**src/rtl/axi_lite_arbiter_if.sv**
```systemverilog
// AXI4-lite bundle shared by the IFU, LSU and slave sides of the arbiter.
// master drives address/data/ready-for-response; slave drives the rest.
interface axi_lite_arbiter_if;
  logic [31:0] araddr;
  logic [2:0]  arsize;
  logic        arvalid;
  logic        arready;
  logic [31:0] rdata;
  logic [1:0]  rresp;
  logic        rvalid;
  logic        rready;
  logic [31:0] awaddr;
  logic        awvalid;
  logic        awready;
  logic [31:0] wdata;
  logic [3:0]  wstrb;
  logic        wvalid;
  logic        wready;
  logic [1:0]  bresp;
  logic        bvalid;
  logic        bready;

  modport master (
    output araddr, arsize, arvalid,
    input  arready,
    input  rdata, rresp, rvalid,
    output rready,
    output awaddr, awvalid,
    input  awready,
    output wdata, wstrb, wvalid,
    input  wready,
    input  bresp, bvalid,
    output bready
  );

  modport slave (
    input  araddr, arsize, arvalid,
    output arready,
    output rdata, rresp, rvalid,
    input  rready,
    input  awaddr, awvalid,
    output awready,
    input  wdata, wstrb, wvalid,
    output wready,
    output bresp, bvalid,
    input  bready
  );
endinterface

```
**src/rtl/axi_lite_arbiter.sv**
```systemverilog
// Two-master (IFU read-only, LSU read/write) to one AXI4-lite slave arbiter.
// One transaction in flight; fixed priority LSU write > LSU read > IFU read.
module axi_lite_arbiter #(
  parameter logic [2:0] IFU_ARSIZE = 3'b010
) (
  input logic               clk,
  input logic               rst,
  axi_lite_arbiter_if.slave  ifu,
  axi_lite_arbiter_if.slave  lsu,
  axi_lite_arbiter_if.master s
);

  localparam logic [1:0] IDLE   = 2'd0;
  localparam logic [1:0] IFU_RD = 2'd1;
  localparam logic [1:0] LSU_RD = 2'd2;
  localparam logic [1:0] LSU_WR = 2'd3;

  logic [1:0] state_q, state_d;
  logic       ar_done_q, ar_done_d;
  logic       aw_done_q, aw_done_d;
  logic       w_done_q, w_done_d;
  logic       arb_en_q, arb_en_d;

  logic wr_req;
  logic lrd_req;
  logic ird_req;
  logic ar_hs;
  logic r_hs;
  logic aw_hs;
  logic w_hs;
  logic b_hs;

  logic unused_ifu;
  assign unused_ifu = ^{ifu.arsize, ifu.awaddr,
                        ifu.awvalid, ifu.wdata,
                        ifu.wstrb, ifu.wvalid,
                        ifu.bready};

  // Requests reduced to one-hot by priority
  always_comb begin
    wr_req  = lsu.awvalid | lsu.wvalid;
    lrd_req = lsu.arvalid & ~wr_req;
    ird_req = ifu.arvalid & ~lsu.arvalid
            & ~wr_req;
  end

  always_comb begin : route
    s.araddr    = '0;
    s.arsize    = '0;
    s.arvalid   = 1'b0;
    s.rready    = 1'b0;
    s.awaddr    = '0;
    s.awvalid   = 1'b0;
    s.wdata     = '0;
    s.wstrb     = '0;
    s.wvalid    = 1'b0;
    s.bready    = 1'b0;
    ifu.arready = 1'b0;
    ifu.rdata   = '0;
    ifu.rresp   = '0;
    ifu.rvalid  = 1'b0;
    ifu.awready = 1'b0;
    ifu.wready  = 1'b0;
    ifu.bresp   = '0;
    ifu.bvalid  = 1'b0;
    lsu.arready = 1'b0;
    lsu.rdata   = '0;
    lsu.rresp   = '0;
    lsu.rvalid  = 1'b0;
    lsu.awready = 1'b0;
    lsu.wready  = 1'b0;
    lsu.bresp   = '0;
    lsu.bvalid  = 1'b0;
    unique case (state_q)
      IFU_RD: begin
        s.araddr    = ifu.araddr;
        s.arsize    = IFU_ARSIZE;
        s.arvalid   = ifu.arvalid & ~ar_done_q;
        ifu.arready = s.arready & ~ar_done_q;
        ifu.rdata   = s.rdata;
        ifu.rresp   = s.rresp;
        ifu.rvalid  = s.rvalid;
        s.rready    = ifu.rready;
      end
      LSU_RD: begin
        s.araddr    = lsu.araddr;
        s.arsize    = lsu.arsize;
        s.arvalid   = lsu.arvalid & ~ar_done_q;
        lsu.arready = s.arready & ~ar_done_q;
        lsu.rdata   = s.rdata;
        lsu.rresp   = s.rresp;
        lsu.rvalid  = s.rvalid;
        s.rready    = lsu.rready;
      end
      LSU_WR: begin
        s.awaddr    = lsu.awaddr;
        s.awvalid   = lsu.awvalid & ~aw_done_q;
        lsu.awready = s.awready & ~aw_done_q;
        s.wdata     = lsu.wdata;
        s.wstrb     = lsu.wstrb;
        s.wvalid    = lsu.wvalid & ~w_done_q;
        lsu.wready  = s.wready & ~w_done_q;
        lsu.bresp   = s.bresp;
        lsu.bvalid  = s.bvalid;
        s.bready    = lsu.bready;
      end
      default: ;
    endcase
  end

  always_comb begin
    ar_hs = s.arvalid & s.arready;
    r_hs  = s.rvalid & s.rready;
    aw_hs = s.awvalid & s.awready;
    w_hs  = s.wvalid & s.wready;
    b_hs  = s.bvalid & s.bready;
  end

  always_comb begin : next
    state_d   = state_q;
    ar_done_d = ar_done_q;
    aw_done_d = aw_done_q;
    w_done_d  = w_done_q;
    arb_en_d  = 1'b1;
    unique case (state_q)
      IDLE: begin
        ar_done_d = 1'b0;
        aw_done_d = 1'b0;
        w_done_d  = 1'b0;
        // Hold off one edge after reset release
        if (arb_en_q) begin
          unique case (1'b1)
            wr_req:  state_d = LSU_WR;
            lrd_req: state_d = LSU_RD;
            ird_req: state_d = IFU_RD;
            default: state_d = IDLE;
          endcase
        end
      end
      IFU_RD, LSU_RD: begin
        if (ar_hs) ar_done_d = 1'b1;
        if (r_hs) begin
          state_d   = IDLE;
          ar_done_d = 1'b0;
        end
      end
      LSU_WR: begin
        if (aw_hs) aw_done_d = 1'b1;
        if (w_hs)  w_done_d  = 1'b1;
        if (b_hs) begin
          state_d   = IDLE;
          aw_done_d = 1'b0;
          w_done_d  = 1'b0;
        end
      end
      default: state_d = IDLE;
    endcase
  end

  always_ff @(posedge clk or negedge rst) begin
    if (!rst) begin
      state_q   <= IDLE;
      ar_done_q <= 1'b0;
      aw_done_q <= 1'b0;
      w_done_q  <= 1'b0;
      arb_en_q  <= 1'b0;
    end else begin
      state_q   <= state_d;
      ar_done_q <= ar_done_d;
      aw_done_q <= aw_done_d;
      w_done_q  <= w_done_d;
      arb_en_q  <= arb_en_d;
    end
  end

endmodule

```
**src/flat_wrapper.sv**
```systemverilog
// flat-port wrapper written by rule: the top's interface ports become plain ports
module axi_lite_arbiter_flat 
#(
  parameter logic [2:0] IFU_ARSIZE = 3'b010
)
  (clk, rst, ifu_araddr, ifu_arsize, ifu_arvalid, ifu_arready, ifu_rdata, ifu_rresp, ifu_rvalid, ifu_rready, ifu_awaddr, ifu_awvalid, ifu_awready, ifu_wdata, ifu_wstrb, ifu_wvalid, ifu_wready, ifu_bresp, ifu_bvalid, ifu_bready, lsu_araddr, lsu_arsize, lsu_arvalid, lsu_arready, lsu_rdata, lsu_rresp, lsu_rvalid, lsu_rready, lsu_awaddr, lsu_awvalid, lsu_awready, lsu_wdata, lsu_wstrb, lsu_wvalid, lsu_wready, lsu_bresp, lsu_bvalid, lsu_bready, s_araddr, s_arsize, s_arvalid, s_arready, s_rdata, s_rresp, s_rvalid, s_rready, s_awaddr, s_awvalid, s_awready, s_wdata, s_wstrb, s_wvalid, s_wready, s_bresp, s_bvalid, s_bready);
  axi_lite_arbiter_if ifu_i ();
  axi_lite_arbiter_if lsu_i ();
  axi_lite_arbiter_if s_i ();
  input logic clk;
  input logic rst;
  input wire logic [$bits(ifu_i.araddr)-1:0] ifu_araddr;
  input wire logic [$bits(ifu_i.arsize)-1:0] ifu_arsize;
  input wire logic [$bits(ifu_i.arvalid)-1:0] ifu_arvalid;
  output wire logic [$bits(ifu_i.arready)-1:0] ifu_arready;
  output wire logic [$bits(ifu_i.rdata)-1:0] ifu_rdata;
  output wire logic [$bits(ifu_i.rresp)-1:0] ifu_rresp;
  output wire logic [$bits(ifu_i.rvalid)-1:0] ifu_rvalid;
  input wire logic [$bits(ifu_i.rready)-1:0] ifu_rready;
  input wire logic [$bits(ifu_i.awaddr)-1:0] ifu_awaddr;
  input wire logic [$bits(ifu_i.awvalid)-1:0] ifu_awvalid;
  output wire logic [$bits(ifu_i.awready)-1:0] ifu_awready;
  input wire logic [$bits(ifu_i.wdata)-1:0] ifu_wdata;
  input wire logic [$bits(ifu_i.wstrb)-1:0] ifu_wstrb;
  input wire logic [$bits(ifu_i.wvalid)-1:0] ifu_wvalid;
  output wire logic [$bits(ifu_i.wready)-1:0] ifu_wready;
  output wire logic [$bits(ifu_i.bresp)-1:0] ifu_bresp;
  output wire logic [$bits(ifu_i.bvalid)-1:0] ifu_bvalid;
  input wire logic [$bits(ifu_i.bready)-1:0] ifu_bready;
  input wire logic [$bits(lsu_i.araddr)-1:0] lsu_araddr;
  input wire logic [$bits(lsu_i.arsize)-1:0] lsu_arsize;
  input wire logic [$bits(lsu_i.arvalid)-1:0] lsu_arvalid;
  output wire logic [$bits(lsu_i.arready)-1:0] lsu_arready;
  output wire logic [$bits(lsu_i.rdata)-1:0] lsu_rdata;
  output wire logic [$bits(lsu_i.rresp)-1:0] lsu_rresp;
  output wire logic [$bits(lsu_i.rvalid)-1:0] lsu_rvalid;
  input wire logic [$bits(lsu_i.rready)-1:0] lsu_rready;
  input wire logic [$bits(lsu_i.awaddr)-1:0] lsu_awaddr;
  input wire logic [$bits(lsu_i.awvalid)-1:0] lsu_awvalid;
  output wire logic [$bits(lsu_i.awready)-1:0] lsu_awready;
  input wire logic [$bits(lsu_i.wdata)-1:0] lsu_wdata;
  input wire logic [$bits(lsu_i.wstrb)-1:0] lsu_wstrb;
  input wire logic [$bits(lsu_i.wvalid)-1:0] lsu_wvalid;
  output wire logic [$bits(lsu_i.wready)-1:0] lsu_wready;
  output wire logic [$bits(lsu_i.bresp)-1:0] lsu_bresp;
  output wire logic [$bits(lsu_i.bvalid)-1:0] lsu_bvalid;
  input wire logic [$bits(lsu_i.bready)-1:0] lsu_bready;
  output wire logic [$bits(s_i.araddr)-1:0] s_araddr;
  output wire logic [$bits(s_i.arsize)-1:0] s_arsize;
  output wire logic [$bits(s_i.arvalid)-1:0] s_arvalid;
  input wire logic [$bits(s_i.arready)-1:0] s_arready;
  input wire logic [$bits(s_i.rdata)-1:0] s_rdata;
  input wire logic [$bits(s_i.rresp)-1:0] s_rresp;
  input wire logic [$bits(s_i.rvalid)-1:0] s_rvalid;
  output wire logic [$bits(s_i.rready)-1:0] s_rready;
  output wire logic [$bits(s_i.awaddr)-1:0] s_awaddr;
  output wire logic [$bits(s_i.awvalid)-1:0] s_awvalid;
  input wire logic [$bits(s_i.awready)-1:0] s_awready;
  output wire logic [$bits(s_i.wdata)-1:0] s_wdata;
  output wire logic [$bits(s_i.wstrb)-1:0] s_wstrb;
  output wire logic [$bits(s_i.wvalid)-1:0] s_wvalid;
  input wire logic [$bits(s_i.wready)-1:0] s_wready;
  input wire logic [$bits(s_i.bresp)-1:0] s_bresp;
  input wire logic [$bits(s_i.bvalid)-1:0] s_bvalid;
  output wire logic [$bits(s_i.bready)-1:0] s_bready;
  assign ifu_i.araddr = ifu_araddr;
  assign ifu_i.arsize = ifu_arsize;
  assign ifu_i.arvalid = ifu_arvalid;
  assign ifu_arready = ifu_i.arready;
  assign ifu_rdata = ifu_i.rdata;
  assign ifu_rresp = ifu_i.rresp;
  assign ifu_rvalid = ifu_i.rvalid;
  assign ifu_i.rready = ifu_rready;
  assign ifu_i.awaddr = ifu_awaddr;
  assign ifu_i.awvalid = ifu_awvalid;
  assign ifu_awready = ifu_i.awready;
  assign ifu_i.wdata = ifu_wdata;
  assign ifu_i.wstrb = ifu_wstrb;
  assign ifu_i.wvalid = ifu_wvalid;
  assign ifu_wready = ifu_i.wready;
  assign ifu_bresp = ifu_i.bresp;
  assign ifu_bvalid = ifu_i.bvalid;
  assign ifu_i.bready = ifu_bready;
  assign lsu_i.araddr = lsu_araddr;
  assign lsu_i.arsize = lsu_arsize;
  assign lsu_i.arvalid = lsu_arvalid;
  assign lsu_arready = lsu_i.arready;
  assign lsu_rdata = lsu_i.rdata;
  assign lsu_rresp = lsu_i.rresp;
  assign lsu_rvalid = lsu_i.rvalid;
  assign lsu_i.rready = lsu_rready;
  assign lsu_i.awaddr = lsu_awaddr;
  assign lsu_i.awvalid = lsu_awvalid;
  assign lsu_awready = lsu_i.awready;
  assign lsu_i.wdata = lsu_wdata;
  assign lsu_i.wstrb = lsu_wstrb;
  assign lsu_i.wvalid = lsu_wvalid;
  assign lsu_wready = lsu_i.wready;
  assign lsu_bresp = lsu_i.bresp;
  assign lsu_bvalid = lsu_i.bvalid;
  assign lsu_i.bready = lsu_bready;
  assign s_araddr = s_i.araddr;
  assign s_arsize = s_i.arsize;
  assign s_arvalid = s_i.arvalid;
  assign s_i.arready = s_arready;
  assign s_i.rdata = s_rdata;
  assign s_i.rresp = s_rresp;
  assign s_i.rvalid = s_rvalid;
  assign s_rready = s_i.rready;
  assign s_awaddr = s_i.awaddr;
  assign s_awvalid = s_i.awvalid;
  assign s_i.awready = s_awready;
  assign s_wdata = s_i.wdata;
  assign s_wstrb = s_i.wstrb;
  assign s_wvalid = s_i.wvalid;
  assign s_i.wready = s_wready;
  assign s_i.bresp = s_bresp;
  assign s_i.bvalid = s_bvalid;
  assign s_bready = s_i.bready;
  axi_lite_arbiter #(.IFU_ARSIZE(IFU_ARSIZE)) u_core (.clk(clk), .rst(rst), .ifu(ifu_i), .lsu(lsu_i), .s(s_i));
endmodule
```
**config.mk**
```make
export PLATFORM = sky130hd
export DESIGN_NAME = axi_lite_arbiter_flat
export DESIGN_NICKNAME = d
export VERILOG_FILES = /design/src/rtl/axi_lite_arbiter_if.sv /design/src/rtl/axi_lite_arbiter.sv /design/src/flat_wrapper.sv
export SDC_FILE = /design/constraint.sdc
export NUM_CORES = 1
export LEC_CHECK = 0
export ABC_AREA = 0
export ABC_CLOCK_PERIOD_IN_PS = 3600
export CAP_MARGIN = 20
export CORE_AREA = 2 2 174 176
export CTS_CLUSTER_SIZE = 24
export DETAILED_ROUTE_END_ITERATION = 7
export DIE_AREA = 0 0 176 178
export GPL_TIMING_DRIVEN = 0
export HOLD_SLACK_MARGIN = 0.12
export PLACE_DENSITY = 0.42
export SLEW_MARGIN = 40
export SYNTH_ARGS = -nofsm -noshare
export SYNTH_HDL_FRONTEND = slang
export SYNTH_SLANG_ARGS = --single-unit
```
**constraint.sdc**
```tcl
create_clock -name clk -period 3.6 [get_ports clk]
set_input_delay 0.54 -clock clk [delete_from_list [all_inputs] [get_ports clk]]
set_output_delay 0.54 -clock clk [all_outputs]
set_load 0.02 [all_outputs]
```
==> results <==
-- logic make-up (layout without fill, tap and decap cells) --
logic type               after synthesis  after routing  synth area share [%]
AND/OR/NAND/NOR                      191            191                  58.1
other                                  2              7                 0.393
flip-flops                             6              6                  7.85
adder cells (fa/ha/maj)                7              7                  4.58
AO/OA/AOI/OAI                         43             43                  18.3
multiplexers                           3              3                  1.57
buffers and inverters                 40            412                  9.22
-- worst paths after layout --
kind,slack (ns),cells past startpoint,from,endpoint
setup / recovery,0.34,7,u_core.state_q[0]$_DFFE_PN0P_,s_araddr[6]
hold / removal,0.53,2,u_core.aw_done_q$_DFFE_PN0P_,u_core.aw_done_q$_DFFE_PN0P_
setup reg to reg,1.73,6,u_core.state_q[1]$_DFFE_PN0P_,u_core.state_q[0]$_DFFE_PN0P_
hold reg to reg,0.53,2,u_core.aw_done_q$_DFFE_PN0P_,u_core.aw_done_q$_DFFE_PN0P_
max in group asynchronous,2.78,1,rst,u_core.ar_done_q$_DFFE_PN0P_
min in group asynchronous,0.57,1,rst,u_core.w_done_q$_DFFE_PN0P_
-- stage by stage --
stage          setup slack [ns]  util (%)  total power [mW]  cell area [µm²]
2_1_floorplan              1.48         -              1.72             1930
3_3_place_gp              0.386      20.8              3.45             6110
3_5_place_dp              0.397      20.8              3.42             6110
4_1_cts                  0.0889      21.0              3.62             6180
5_1_grt                   0.115      21.0              3.81             6190
6_report                  0.340      21.0              3.54             6190
-- tightest hold or removal path, cell delays in order, from the launching register on --
cell	delay (ns)
dfrtp_1	0.36
a31oi_1	0.05
nor2_1	0.08
-- sequential cells by signal (all words and copies together), names as in the netlist --
register / cells
u_core.ar_done_q: 1
u_core.arb_en_q: 1
u_core.aw_done_q: 1
u_core.state_q: 2
u_core.w_done_q: 1
-- cell type report --
| class | count | area (µm²) |
|---|---|---|
| Antenna cell | 1 | 2.50 |
| Buffer | 33 | 151 |
| Clock buffer | 3 | 75.1 |
| Fill cell | 3306 | 23200 |
| Inverter | 7 | 26.3 |
| Multi-Input combinational cell | 250 | 1600 |
| Sequential cell | 6 | 150 |
| Tap cell | 390 | 488 |
| Timing Repair Buffer | 369 | 3690 |
-- timing repair --
item,4_1_cts,5_1_grt
endpoints found under the hold margin,0,0
endpoints found under the setup margin,0,1
hold buffers,0,0
buffers inserted,0,0
resized for setup,0,2
-- cell usage after synthesis, types with 3 or more instances --
library cell and count:
mux2i_1 3, and2_1 144, dfrtp_1 6, a22oi_1 32, buf_2 3, clkbuf_1 21
inv_1 7, nor2b_1 3, buf_1 3, ha_1 7, and3b_1 4, nor2_1 37
buf_4 6
-- layer usage --
layer  part of all wire [%]  track usage [%]  routed length, µm  vias up
met5                      0                0                  0        -
met4                   0.21            0.413                 36        0
met3                    8.7             3.15               1520        2
met2                     50             18.5               8710      157
met1                     41             12.4               7160     1523
li1                       -                -                  -     1685
-- where the power goes --
part	switching [mW]	internal, mW
sequential	0.0169	0.0856
combinational	1.78	1.47
clock	0.0379	0.143
==> summary.txt <==
STA
  • Max_slew headroom: 55.5%
  • Final setup vio count: 0
  • Max-slew violation count: 0
  • WHS: 0.531 ns
  • RSZ-0062 raised after global routing: no
  • Hold Fails Final Rpt: 0
  • Clk_skew: 0.00599 ns
  • Setup TNS: 0 ns
  • Actual slew at the worst max-slew pin: 0.667 ns
  • Fmax: 307 MHz
  • Fin crit period: 3.26 ns
  • Crit share post-route: 90.6%

Final layout
  • Most frequent cells in the layout: clkdlybuf4s50_1 (369), and2_1 (144), nor2_1 (37), a22oi_1 (32), clkbuf_1 (20)
  • Post-layout instance count excluding filler cells: 1059
  • Commonest non-fill, non-tap cell in the layout: clkdlybuf4s50_1
  • Layout Area Growth over Synthesis: 223%
  • Share of cells above drive strength 1: 2.25%
  • Nets: 936

Routing
  • DRT iter0 DRCs: 78
  • Remaining antenna violation count after routing: 0
  • Vias per Instance: 3.18
  • 1st-pass router iterations: 4
  • Vias after detailed routing: 3367
  • DRC violation count after routing: 0
  • Routed len/inst: 16.5 µm
  • Routed wire length: 17.4 mm

Die
  • Core Area: 0.0294 mm²
  • Initial Util: 6.51%
  • Die height: 178 µm
  • Die area: 0.0313 mm²
  • Die X: 176 µm
  • Cell Rows: 63
  • I/O Pins: 449

Global routing
  • Initial antenna violation count: 0
  • Largest net degree at the start of global routing: 11
  • Gr usage total: 10.2%
  • Global-route wire length before repair: 23.5 mm
  • Grt ovf: 0
  • Vias in the first global route: 3423

Synth
  • Cells after Synth: 292
  • Synth unique cells: 24
  • Synth Flop Type: dfrtp_1
  • #FFs+latches synth: 6
  • Mapped Area: 0.00191 mm²
  • Post-synth top area share: 47.1%
  • Largest cells by area after synthesis: and2_1 (47%), a22oi_1 (13%), dfrtp_1 (7.8%)
  • Post-synth EDFFs: 0
  • Register area share after synthesis: 7.85%
  • Syn Area/Cell: 6.55 µm²
  • Cell taking the most area after synthesis: and2_1
  • Ys Warns: 0
  • Fraction of registers with async set/reset: 100%

Clock network
  • CTS Sinks: 6
  • Max clock buf depth: 2
  • Number of CTS-inserted buffers: 3
  • Skew-Pair Late Insertion Delay: 0.23 ns
  • Clk pin slew, worst setup/hold paths: 0.04 ns
  • Clock Tree Root: clkbuf_16
  • H-tree depth: 1
  • CTS tree: done

Worst setup path
  • CP peak stage delay: 0.59 ns
  • Crit-path leading delay family: buffers and inverters
  • Cell breakdown of the critical path: inv_1 -> ha_1 -> inv_1 -> buf_2 -> buf_1 -> nor2_1 -> clkdlybuf4s50_1
  • Setup CP Type: flop to output pin
  • CP endpoint kind: output pin
  • Critical path peak fanout: 10
  • CP Launch Type: flop
  • Critical Path RT: 3.06 ns
  • Crit path max-delay cell type: clkdlybuf4s50_1
  • Critical Path AT: 2.72 ns
  • Most frequent cell on the critical path: inv_1
  • CP bufs+invs: 5

Status
  • Status: finished clean

Min path
  • Hold WC Path Type: flop to flop

Pwr
  • LEAKAGE: 2.29 nW
  • PwrDens: 572 mW/mm²
  • VDD IR max: 0.202 mV

Place
  • Placed Cells: 1055
  • Input/output buffers: 369
  • Post-DP HPWL: 15.1 mm
  • Routability cong.: 0.695

Job
  • Max Cap Violations: 0
(Power assumes the default switching activity.)
